## src/rtl/serial_add_ctrl_pkg.sv

```systemverilog
// Shared constants and state type for the nibble-serial add/subtract controller.
package serial_add_ctrl_pkg;

    localparam int NIBBLE_W = 4;

    typedef enum logic [1:0] {
        IDLE = 2'd0,
        RUN  = 2'd1,
        DONE = 2'd2
    } state_e;

endpackage

```

## src/rtl/serial_add_ctrl_nibble_add4.sv

```systemverilog
// Combinational 4-bit ripple-carry slice; c3 exposes the carry into bit 3
// so the caller can derive signed overflow on the most significant nibble.
module nibble_add4 (
    input  logic [3:0] a,
    input  logic [3:0] b,
    input  logic       ci,
    output logic [3:0] s,
    output logic       co,
    output logic       c3
);

    logic [4:0] c;

    always_comb begin
        c    = '0;
        s    = '0;
        c[0] = ci;
        for (int i = 0; i < 4; i++) begin
            s[i]   = a[i] ^ b[i] ^ c[i];
            c[i+1] = (a[i] & b[i]) | (a[i] & c[i]) | (b[i] & c[i]);
        end
    end

    assign co = c[4];
    assign c3 = c[3];

endmodule

```

## src/rtl/serial_add_ctrl.sv

```systemverilog
// Wide add/subtract computed one nibble per clock through a single shared
// 4-bit slice, with valid/ready handshakes on operand and result sides.
//
//   state | meaning
//   IDLE  | ready for a new operation (in_ready=1)
//   RUN   | one slice pass per cycle, LSB nibble first, NIBBLES cycles
//   DONE  | result presented (out_valid=1), held until out_ready
module serial_add_ctrl
    import serial_add_ctrl_pkg::*;
#(
    parameter int WIDTH = 16
) (
    input  logic             clk,
    input  logic             rst_n,
    input  logic             in_valid,
    output logic             in_ready,
    input  logic [WIDTH-1:0] a,
    input  logic [WIDTH-1:0] b,
    input  logic             cin,
    input  logic             sub,
    output logic             out_valid,
    input  logic             out_ready,
    output logic [WIDTH-1:0] sum,
    output logic             cout,
    output logic             ovf
);

    localparam int NIBBLES = WIDTH / NIBBLE_W;
    localparam int CNT_W   = (NIBBLES > 1) ? $clog2(NIBBLES) : 1;
    localparam logic [CNT_W-1:0] CNT_LAST = CNT_W'(NIBBLES - 1);

    state_e           state_q;
    logic [WIDTH-1:0] a_sh_q;
    logic [WIDTH-1:0] b_sh_q;
    logic [WIDTH-1:0] sum_sh_q;
    logic [WIDTH-1:0] sum_sh_d;
    logic             carry_q;
    logic [CNT_W-1:0] cnt_q;
    logic             in_ready_q;
    logic             out_valid_q;
    logic [WIDTH-1:0] sum_q;
    logic             cout_q;
    logic             ovf_q;

    logic [3:0] slice_s;
    logic       slice_co;
    logic       slice_c3;

    nibble_add4 u_slice (
        .a  (a_sh_q[3:0]),
        .b  (b_sh_q[3:0]),
        .ci (carry_q),
        .s  (slice_s),
        .co (slice_co),
        .c3 (slice_c3)
    );

    // Each slice result enters from the top so that after NIBBLES passes the
    // first (least significant) nibble has reached bit 0.
    generate
        if (NIBBLES == 1) begin : g_single
            assign sum_sh_d = slice_s;
        end else begin : g_multi
            assign sum_sh_d = {slice_s, sum_sh_q[WIDTH-1:NIBBLE_W]};
        end
    endgenerate

    always_ff @(posedge clk) begin
        if (!rst_n) begin
            state_q     <= IDLE;
            a_sh_q      <= '0;
            b_sh_q      <= '0;
            sum_sh_q    <= '0;
            carry_q     <= 1'b0;
            cnt_q       <= '0;
            in_ready_q  <= 1'b1;
            out_valid_q <= 1'b0;
            sum_q       <= '0;
            cout_q      <= 1'b0;
            ovf_q       <= 1'b0;
        end else begin
            case (state_q)
                IDLE: begin
                    if (in_valid && in_ready_q) begin
                        a_sh_q     <= a;
                        b_sh_q     <= sub ? ~b : b;
                        carry_q    <= sub ? 1'b1 : cin;
                        cnt_q      <= '0;
                        sum_sh_q   <= '0;
                        in_ready_q <= 1'b0;
                        state_q    <= RUN;
                    end
                end
                RUN: begin
                    a_sh_q   <= a_sh_q >> NIBBLE_W;
                    b_sh_q   <= b_sh_q >> NIBBLE_W;
                    sum_sh_q <= sum_sh_d;
                    carry_q  <= slice_co;
                    cnt_q    <= cnt_q + CNT_W'(1);
                    if (cnt_q == CNT_LAST) begin
                        sum_q       <= sum_sh_d;
                        cout_q      <= slice_co;
                        ovf_q       <= slice_c3 ^ slice_co;
                        out_valid_q <= 1'b1;
                        state_q     <= DONE;
                    end
                end
                DONE: begin
                    if (out_ready) begin
                        out_valid_q <= 1'b0;
                        in_ready_q  <= 1'b1;
                        state_q     <= IDLE;
                    end
                end
                default: begin
                    state_q <= IDLE;
                end
            endcase
        end
    end

    assign in_ready  = in_ready_q;
    assign out_valid = out_valid_q;
    assign sum       = sum_q;
    assign cout      = cout_q;
    assign ovf       = ovf_q;

endmodule

```

## config.mk

```make
export PLATFORM = sky130hd
export DESIGN_NAME = serial_add_ctrl
export DESIGN_NICKNAME = d
export VERILOG_FILES = /design/src/rtl/serial_add_ctrl_pkg.sv /design/src/rtl/serial_add_ctrl_nibble_add4.sv /design/src/rtl/serial_add_ctrl.sv
export SDC_FILE = /design/constraint.sdc
export NUM_CORES = 1
export LEC_CHECK = 0
export CAP_MARGIN = 10
export CORE_ASPECT_RATIO = 1.2
export CORE_MARGIN = 10
export CORE_UTILIZATION = 55
export DETAILED_ROUTE_END_ITERATION = 8
export PLACE_DENSITY = 0.89
export SLEW_MARGIN = 5
export SYNTH_ARGS = -nofsm -noshare
export SYNTH_HDL_FRONTEND = slang
export SYNTH_SLANG_ARGS = --single-unit
```

## constraint.sdc

```tcl
create_clock -name clk -period 5.18 [get_ports clk]
set_clock_uncertainty 0.1 [all_clocks]
set_input_delay 1.036 -clock clk [delete_from_list [all_inputs] [get_ports clk]]
set_output_delay 1.036 -clock clk [all_outputs]
set_load 0.05 [all_outputs]
```

# == Word-level counts from Yosys, hierarchy flattened ==
# Index checks and enable logic that the tools add are counted.
# word_totals
regBits,73
in_bits,38
output_inout_bits,20
elab_cells,80
# classes
add_sub_neg,1
eq_ne,6
n_mux,22
bitwise_logic,30
n_reduce_logical,10
# op_table
cell,n
$pmux 16 s2,3
$mux 16,4
$not 16->16,1
$and 1x1->1,12
$reduce_and 3->1,3
$xor 1x1->1,9
$mux 2,4
$or 1x1->1,8
$mux 1,6
$ne 2x2->1 const B,3
$pmux 1 s2,3
$pmux 2 s3,1
$reduce_bool 2->1,3
$eq 2x2->1 const B,2
$pmux 2 s2,1
$reduce_and 2->1,2
$add 2x1->2 const B,1
$eq 2x1->1 const B,1
$logic_not 2->1,1
$logic_and 1x1->1,1

# == Depth between registers and ports, before layout ==
# Gate-level depths: netlist of run 1.
# depth
ltp_word,13
mapped_depth,7

# == Modules after synthesis ==
# Synthesis of run 1 repeated with hierarchy kept, for this count alone.
# unflattened
cells_unflattened,348
hier_area_um2,3027.9
# modules_own_cells
mod,instances,cells_per_inst,area_per_inst_um2
serial_add_ctrl,1,334,2910.3
nibble_add4,1,14,117.6

# == Worst setup path before layout of run 1 ==
# Ideal clock, no wire load.
# synth_path
path_kind,register -> register
from,reg a_sh_q[0]
to,reg carry_q
setup_ps,101
t_arrival_ps,2160
required_time_ps,4979
setup_slack_ps,2819
stages_incl_launch_ff,8
path_buffers,0
period_less_slack_ps,2361
path_cell_list,dfxtp_1 > fa_1 > inv_1 > fa_1 > fa_1 > fa_1 > or3_1 > o41ai_1
# synth_via
elab_chain_cells,13
elab_cells_between_ends,17
# synth_rtl
item,line,text
start: declaration,serial_add_ctrl.sv:33,logic [WIDTH-1:0] a_sh_q;
start signal: assignment,serial_add_ctrl.sv:95,a_sh_q <= a_sh_q >> NIBBLE_W;
$and 1x1->1,serial_add_ctrl_nibble_add4.sv:20,c[i+1] = (a[i] & b[i]) | (a[i] & c[i]) | (b[i] & c[i]);
$or 1x1->1 (*) (2 in a row),serial_add_ctrl_nibble_add4.sv:20,
$and 1x1->1,serial_add_ctrl_nibble_add4.sv:20,
$or 1x1->1,serial_add_ctrl_nibble_add4.sv:20,
$or 1x1->1 (*),serial_add_ctrl_nibble_add4.sv:20,
$and 1x1->1,serial_add_ctrl_nibble_add4.sv:20,
$or 1x1->1,serial_add_ctrl_nibble_add4.sv:20,
$or 1x1->1 (*),serial_add_ctrl_nibble_add4.sv:20,
$and 1x1->1,serial_add_ctrl_nibble_add4.sv:20,
$or 1x1->1,serial_add_ctrl_nibble_add4.sv:20,
$or 1x1->1 (*),serial_add_ctrl_nibble_add4.sv:20,
$pmux 1 s2 (*),serial_add_ctrl.sv:82,case (state_q)
end signal: assignment,serial_add_ctrl.sv:87,carry_q <= sub ? 1'b1 : cin;
end signal: assignment,serial_add_ctrl.sv:98,carry_q <= slice_co;
end: declaration,serial_add_ctrl.sv:37,logic carry_q;
# Mark *: on every way between the ends. The rest lies on a longest branch, timed or not.
# A chain may end at the register's enable or synchronous reset.

==> results of run 1 <==
## critical path, cell delays in order
cell	delay, ns
clkdlybuf4s50_1	0.86
inv_2	0.46
nor2_2	0.47
a22o_1	0.20
## final cells by class
cell class	count	area share (%)
multi-input combinational	210	38.62
clock buffer	11	3.792
clock inverter	4	1.946
sequential	69	37.05
timing repair buffer	59	15.70
tap	62	2.081
inverter	8	0.8054
## metrics by stage
stage               util [%]  total power [mW]  setup slack (ns)  cells  area (sq um)
finish                 70.38             1.227             2.343    423          3729
global placement       66.34            0.7523             2.069    408          3515
floorplan                  -            0.7051             2.819    315          2989
global route           70.38             1.269             2.149    423          3729
CTS                    70.38             1.229             2.351    423          3729
detailed placement     66.34            0.7594             1.999    408          3515
## final timing paths
path | start | endpoint | slack [ns] | cells after the start
hold / removal | sum[5] | sum[5] | 0.35 | 2
setup reg to reg | b_sh_q[0] | carry_q | 2.60 | 7
setup / recovery | rst_n | sum_sh_q[4] | 2.34 | 4
hold reg to reg | sum[5] | sum[5] | 0.35 | 2
## routing by layer
| layer | vias to the layer above | GRT usage [%] | share of wire, % |
|---|---|---|---|
| li1 | 1197 | - | - |
| met3 | 16 | 6.796 | 7.5 |
| met5 | - | 0 | 0 |
| met2 | 72 | 24.50 | 50 |
| met1 | 1135 | 16.76 | 41 |
| met4 | 0 | 8.231 | 2.5 |
## registers in the layout, indices dropped and copies added (netlist names)
signal,flops
a_sh_q,16
carry_q,1
out_valid,1
sum,16
sum_sh_q,12
cout,1
ovf,1
state_q,2
cnt_q,2
in_ready,1
b_sh_q,16
## cell usage in the layout, fill, tap and decap left out, types with 7 or more instances in the layout
master,count
inv_1,7
clkbuf_8,10
o311a_1,12
o21ai_0,21
nor2_1,11
dfxtp_1,69
a22o_1,10
a21oi_1,36
o21bai_1,9
nand2_1,35
clkdlybuf4s50_1,57
a22oi_1,12
xor2_1,16
mux2_2,9
## logic make-up after synthesis
logic type / Yosys count / synth area share (%)
compound gates: 113 / 25.28
xor+xnor: 17 / 4.981
fa+ha+maj: 5 / 3.098
buf+inv: 36 / 5.609
flops: 69 / 46.21
mux: 12 / 4.897
simple gates: 63 / 9.921
## where the power goes
| group | leakage (nW) | switching, mW | internal [mW] |
|---|---|---|---|
| registers | 0.562 | 0.0186 | 0.560 |
| clock network | 0.105 | 0.198 | 0.281 |
| logic | 0.688 | 0.0861 | 0.0843 |
| total | 1.36 | 0.302 | 0.925 |
==> run summary, run 1 <==
The run finished with clean final reports. Headroom to the max-slew limit came out at 43.76%. For the standard cell core area, the log shows 0.005298 sq mm. The post-route netlist has 9.141% of its cells at a drive strength greater than 1. Signed area change from the synthesized netlist to the final layout: 24.74%. In the final design database the tool counted 400 nets. The routed layout has 2420 vias.

In the routed layout, each cell is associated on average with a via count of 5.721. Fill cells in the final layout number 399. For this design, the sink count on the clock tree is 69.

The clock edge transition at the registers on the reported setup and hold paths is 0.07 ns, and the post-synthesis average cell area is 9.489 sq um. Among all flip-flop cells after synthesis, the most frequent one is dfxtp_1. The number of antenna diodes in the final layout is 0.

The routed design has 6.626 mm of wire. Data on the critical path arrives at its endpoint at 3.04 ns. The die span in x came out at 87.30 um.

For the worst setup path, the data required time is 5.38 ns. The maximum number of pins on one net before global-route repair was 52. At the pin with the least slew margin, the transition time is 0.8410 ns.

The final max-slew violation count was 0; the CTS H-tree depth was 3. In this run the worst hold path is classified as reg2reg. Port buffering added 57 buffers. The share of Yosys cell area claimed by the top area cell type is 46.21%. After synthesis, the share of flip-flops with an asynchronous set or reset is 0%. The number of distinct library cell variants in the gate-level netlist after synthesis was 40. The clock passes through at most 2 buffers. For this run, design rule violations remaining after detail routing come to 0.

The number of flops mapped to enable cells by yosys is 0. In the synthesized netlist, the cells that appear most often are 69 x dfxtp_1, 36 x a21oi_1, 35 x nand2_1. Detailed placement ended at an HPWL of 4.584 mm.

For the number of DRC violations after detailed-routing iteration 0, the log shows 156. TritonCTS built the clock tree. The run gives 0 as the total setup buffers inserted after CTS. Power spread over the standard cell area amounts to 329.1 mW/mm^2.

The logs give 0 for the initial antenna violation count and 0 for the setup-violating endpoint count in the final report. The count of cells resized by post-cts repair was 0. Setup repair after global routing left no endpoint under its margin.

VDD sags by at most 237.9 uV. For the max-cap violation count, the log shows 0. The number of global-route vias before repair is 2389, and the clock period minus worst slack is 2.837 ns.

Hold timing on the final database bottoms out at a slack of 0.3523 ns. When the netlist entered floorplanning its net count stood at 358. Based on the critical path, the design can be clocked at up to 352.4 MHz. After floorplanning, the core was divided into 29 placement rows. The most repeated cell in the gate-level netlist after synthesis is dfxtp_1. The worst setup path is captured at a flop. The number of synthesized register bits came out at 69. The number of hold violations in the final report was 0; the die footprint was 0.008795 sq mm. The tools report the buffer type at the clock tree root as clkbuf_8. For this run the aggregate overflow at the end of global routing stands at 0. By startpoint and endpoint, the worst setup path is classified as in2reg. The die is 100.8 um tall.

Sequential elements use 46.21% of the synthesized area. Of all nets on the critical path, the largest fanout is 44. Yosys attributes the largest share of cell area to dfxtp_1 46%, a21oi_1 6.0%, xor2_1 4.7%. During synthesis, Yosys emitted a total of 0 warnings. Registers take 0.001381 sq mm. The analysis attributes to cell leakage a power of 1.356 nW.

In this run the count of I/O pins placed on the die edge is 58. The hold-fix buffer count after cts is 0, and the wire length of the first global-routing pass is 10.93 mm. Adding up every negative setup slack in the final design gives 0 ns.

The average routed wire per standard cell was 15.66 um. Routability-driven placement finished with a final weighted congestion of 0.7624. The tools report the critical path startpoint category as a primary input. In this run the remaining antenna-violating nets after routing total 0.

The overall fraction of global-route tracks in use is 15.40%. The initial utilization of the core area, before any placement, comes to 56.42%. The first detailed-routing pass took 5 iterations. dfxtp_1 takes more of the synthesized area than any other cell. For the total CTS buffers, the log shows 9. After technology mapping, the gate count stands at 315. At the later pin of the worst-skew pair, clock insertion delay measures 0.35 ns. Dividing the final minimum period by the clock period gives 54.78%.

The footprint of the multi-input gates came out at 0.001440 sq mm. The cell area that synthesis handed to floorplanning was 0.002989 sq mm.
Note: power is estimated with default switching activity, not from simulation.
==> run 2: changes to the inputs <==
--- a/config.mk
+++ b/config.mk
@@ -8,9 +8,9 @@
 export CAP_MARGIN = 10
 export CORE_ASPECT_RATIO = 1.2
 export CORE_MARGIN = 10
-export CORE_UTILIZATION = 55
+export CORE_UTILIZATION = 46
 export DETAILED_ROUTE_END_ITERATION = 8
-export PLACE_DENSITY = 0.89
+export PLACE_DENSITY = 0.8
 export SLEW_MARGIN = 5
 export SYNTH_ARGS = -nofsm -noshare
 export SYNTH_HDL_FRONTEND = slang
==> constraint.sdc (replaced) <==
create_clock -name clk -period 2.6 [get_ports clk]
set_clock_uncertainty 0.1 [all_clocks]
set_input_delay 0.52 -clock clk [delete_from_list [all_inputs] [get_ports clk]]
set_output_delay 0.52 -clock clk [all_outputs]
set_load 0.05 [all_outputs]
==> run summary, run 2 (synthesis results as in run 1) <==
Tracing the worst setup path back leads to its startpoint at b_sh_q[0]. Count of pins on the block boundary: 58 (unchanged). The largest buffer count on any clock path is 2 (unchanged).

The die span in x is 93.59 um (+7.2%). In this run the worst setup path terminates at carry_q. The maximum fanout encountered on the critical timing path is 3 (-93%).

The logs give 406 (+1.5%) for the final layout net count and 0 (unchanged) for the setup-violating endpoint count in the final report. The number of buffer cells added on primary ports works out to 57 (unchanged). The tools report the arrival time reported for the critical path endpoint as 2.63 ns (-0.41 ns). The run gives 0.001443 sq mm (+0.17%) as the footprint of the multi-input gates. The final max-slew violation count was 0 (unchanged); the initial antenna violation count was 0 (unchanged).

The slew at the pin closest to its max-slew limit came out at 0.5452 ns (-0.2958 ns). The run gives 0.11 ns (-2.49 ns) as the worst reg-to-reg setup slack. The most common library cell in the layout ignoring fill and taps is dfxtp_1. The buffer type at the clock tree root was clkbuf_8. The total CTS buffers is 9 (unchanged), and the clock latency reported for the late side of the worst-skew pair is 0.35 ns (about the same). Classification of the worst-slack hold path: reg2reg.

For the wire length of the first global-routing pass, the log shows 11.24 mm (+2.8%). Routed via count: 2448 (+1.2%). The worst max-slew margin expressed relative to the limit was 63.65% (+20 points); the worst reg2reg path depth was 7 (unchanged).

The tools report the count of cells resized by post-cts repair as 0 (unchanged). The die boundary height works out to 108.3 um (+7.5%). The maximum clock frequency is 401.0 MHz, and the final-layout fill cell count is 565 (+42%). Leaving out fill and tap cells, the most frequent cells in the layout are 69 x dfxtp_1, 57 x clkdlybuf4s50_1, 36 x a21oi_1. The slowest stage of the critical path is the fa_1 cell.

For the die footprint, the log shows 0.01014 sq mm (+15%). The worst hold path cell count works out to 2 (unchanged). The number of remaining DRC errors came out at 0 (unchanged).

The tools report the end of the worst register-to-register path as carry_q. The standard cell core area is 0.006366 sq mm (+20%). TritonCTS built the clock tree.

The final-layout setup total negative slack is 0 ns (unchanged). The fraction of final layout cells sized beyond drive strength 1 was 11.41% (+2.3 points). The storage element area came out at 0.001381 sq mm (unchanged). The residual overflow from global routing was 0 (unchanged); the final weighted congestion of routability-driven global placement was 0.8194 (+7.5%). For the max-cap violation count, the log shows 0 (unchanged). Counting I/O delays and the setup requirement, the final critical path takes 2.494 ns. The maximum number of pins on one net before global-route repair is 42 (-19%), and the clock edge transition at the registers on the reported setup and hold paths is 0.07 ns (about the same). The delay of the slowest critical-path stage came out at 0.43 ns (-0.43 ns). Number of DRC violations after detailed-routing iteration 0: 154 (-1.3%). The power density over the cells is 626.7 mW/mm^2 (+90%). Cell repeated most along the worst path: fa_1.

Compared with the post-synthesis result, the final layout area differs by 26.83%. The signal on the critical path passes through fa_1 > inv_1 > fa_1 > fa_1 > fa_2 > or3_1 > o41ai_1. STA classifies the critical path startpoint as a flop. The run gives 0 (unchanged) as the number of hold violations in the final report. The number of standard cells in the final layout excluding fillers was 453 (+7.1%); the worst-case hold slack was 0.3561 ns (+0.003850 ns).

The number of diodes was 0 (unchanged); the starting density of the core was 46.95% (-9.5 points). The tools report the maximum vdd drop as 288.2 uV (+21%). The tools report the hold-fix buffer count after cts as 0 (unchanged). The tools report the overall fraction of global-route tracks in use as 13.73% (-1.7 points).

Detailed-routing iteration count for the pre-antenna-repair pass: 4 (-1). The average routed wire per standard cell is 15.19 um (-3.0%). The run gives 2.74 ns (-2.64 ns) as the data required time of the critical path. The tools report the startpoint of the worst register-to-register path as b_sh_q[0]. The logs give 437 (+7.1%) for the number of placed instances, taps included and 6.881 mm (+3.8%) for the routed wire length. The run finished with clean final reports. The setup path with the least slack is of type reg2reg. The final design utilization was 59.55% (-11 points).

The logs give 0 (unchanged) for the total setup buffers inserted after CTS and 3 (unchanged) for the CTS H-tree depth. STA classifies the critical path endpoint as a flop. The number of nets still failing antenna checks after routing is 0 (unchanged). The number of clock sinks seen by CTS was 69 (unchanged). Setup repair after global routing left no endpoint under its margin. The standard-cell row count was 32 (+10%). The logs give 4.892 mm (+6.7%) for the sum of net half-perimeters after detailed placement and 1.376 nW (+1.5%) for the static leakage. The tools report the number of global-route vias before repair as 2480 (+3.8%).

Ratio of routed vias to standard cells: 5.404 (-5.5%). The period utilization came out at 95.91%.
==> run 2: power breakdown <==
part	total, mW	internal (mW)	switching [mW]
Clock	0.876	0.445	0.431
Combinational	0.350	0.174	0.176
Sequential	1.15	1.11	0.0351
Total	2.38	1.73	0.642
==> run 2: final cells by class <==
type | count | share of cell area [%]
Multi-Input combinational cell | 210 | 38.05
Sequential cell | 69 | 36.44
Timing Repair Buffer | 65 | 16.63
Clock buffer | 9 | 3.267
Tap cell | 85 | 2.805
Clock inverter | 7 | 2.013
Inverter | 8 | 0.7921
==> run 2: stage by stage <==
stage	cell area [sq um]	power, mW	worst slack [ns]
floorplan	2989	1.405	0.2389
global placement	3588	1.510	0.1749
detailed placement	3588	1.523	0.07908
CTS	3789	2.386	0.05277
global route	3791	2.473	0.01707
finish	3791	2.376	0.1063
==> run 2: worst max-delay path, delay by kind of cell, from the launching register on <==
kind | cells | cell delay, ns
buffers and inverters | 1 | 0.05
DFF | 1 | 0.37
adders and majority gates | 4 | 1.39
AOI/OAI and AO/OA | 1 | 0.08
and+or+nand+nor | 1 | 0.39
==> run 2: routing by layer <==
layer  part of all wire (%)  vias up  global-route usage, %
li1                       -     1211                      -
met1                     43     1150                  15.55
met2                     50       75                  22.36
met3                    5.7       12                  4.646
met4                    2.2        0                  7.391
met5                      0        -                      0
==> run 2: worst min-delay path by stage <==
stage / from / slack, ns / to
after global placement: sum[8] / 0.34 / sum[8]
after CTS: sum[5] / 0.36 / sum[5]
after detailed placement: sum[5] / 0.35 / sum[5]
after floorplan: sum_sh_q[7] / 0.33 / sum[3]
final: sum[12] / 0.36 / sum[12]
after global routing: sum[12] / 0.38 / sum[12]
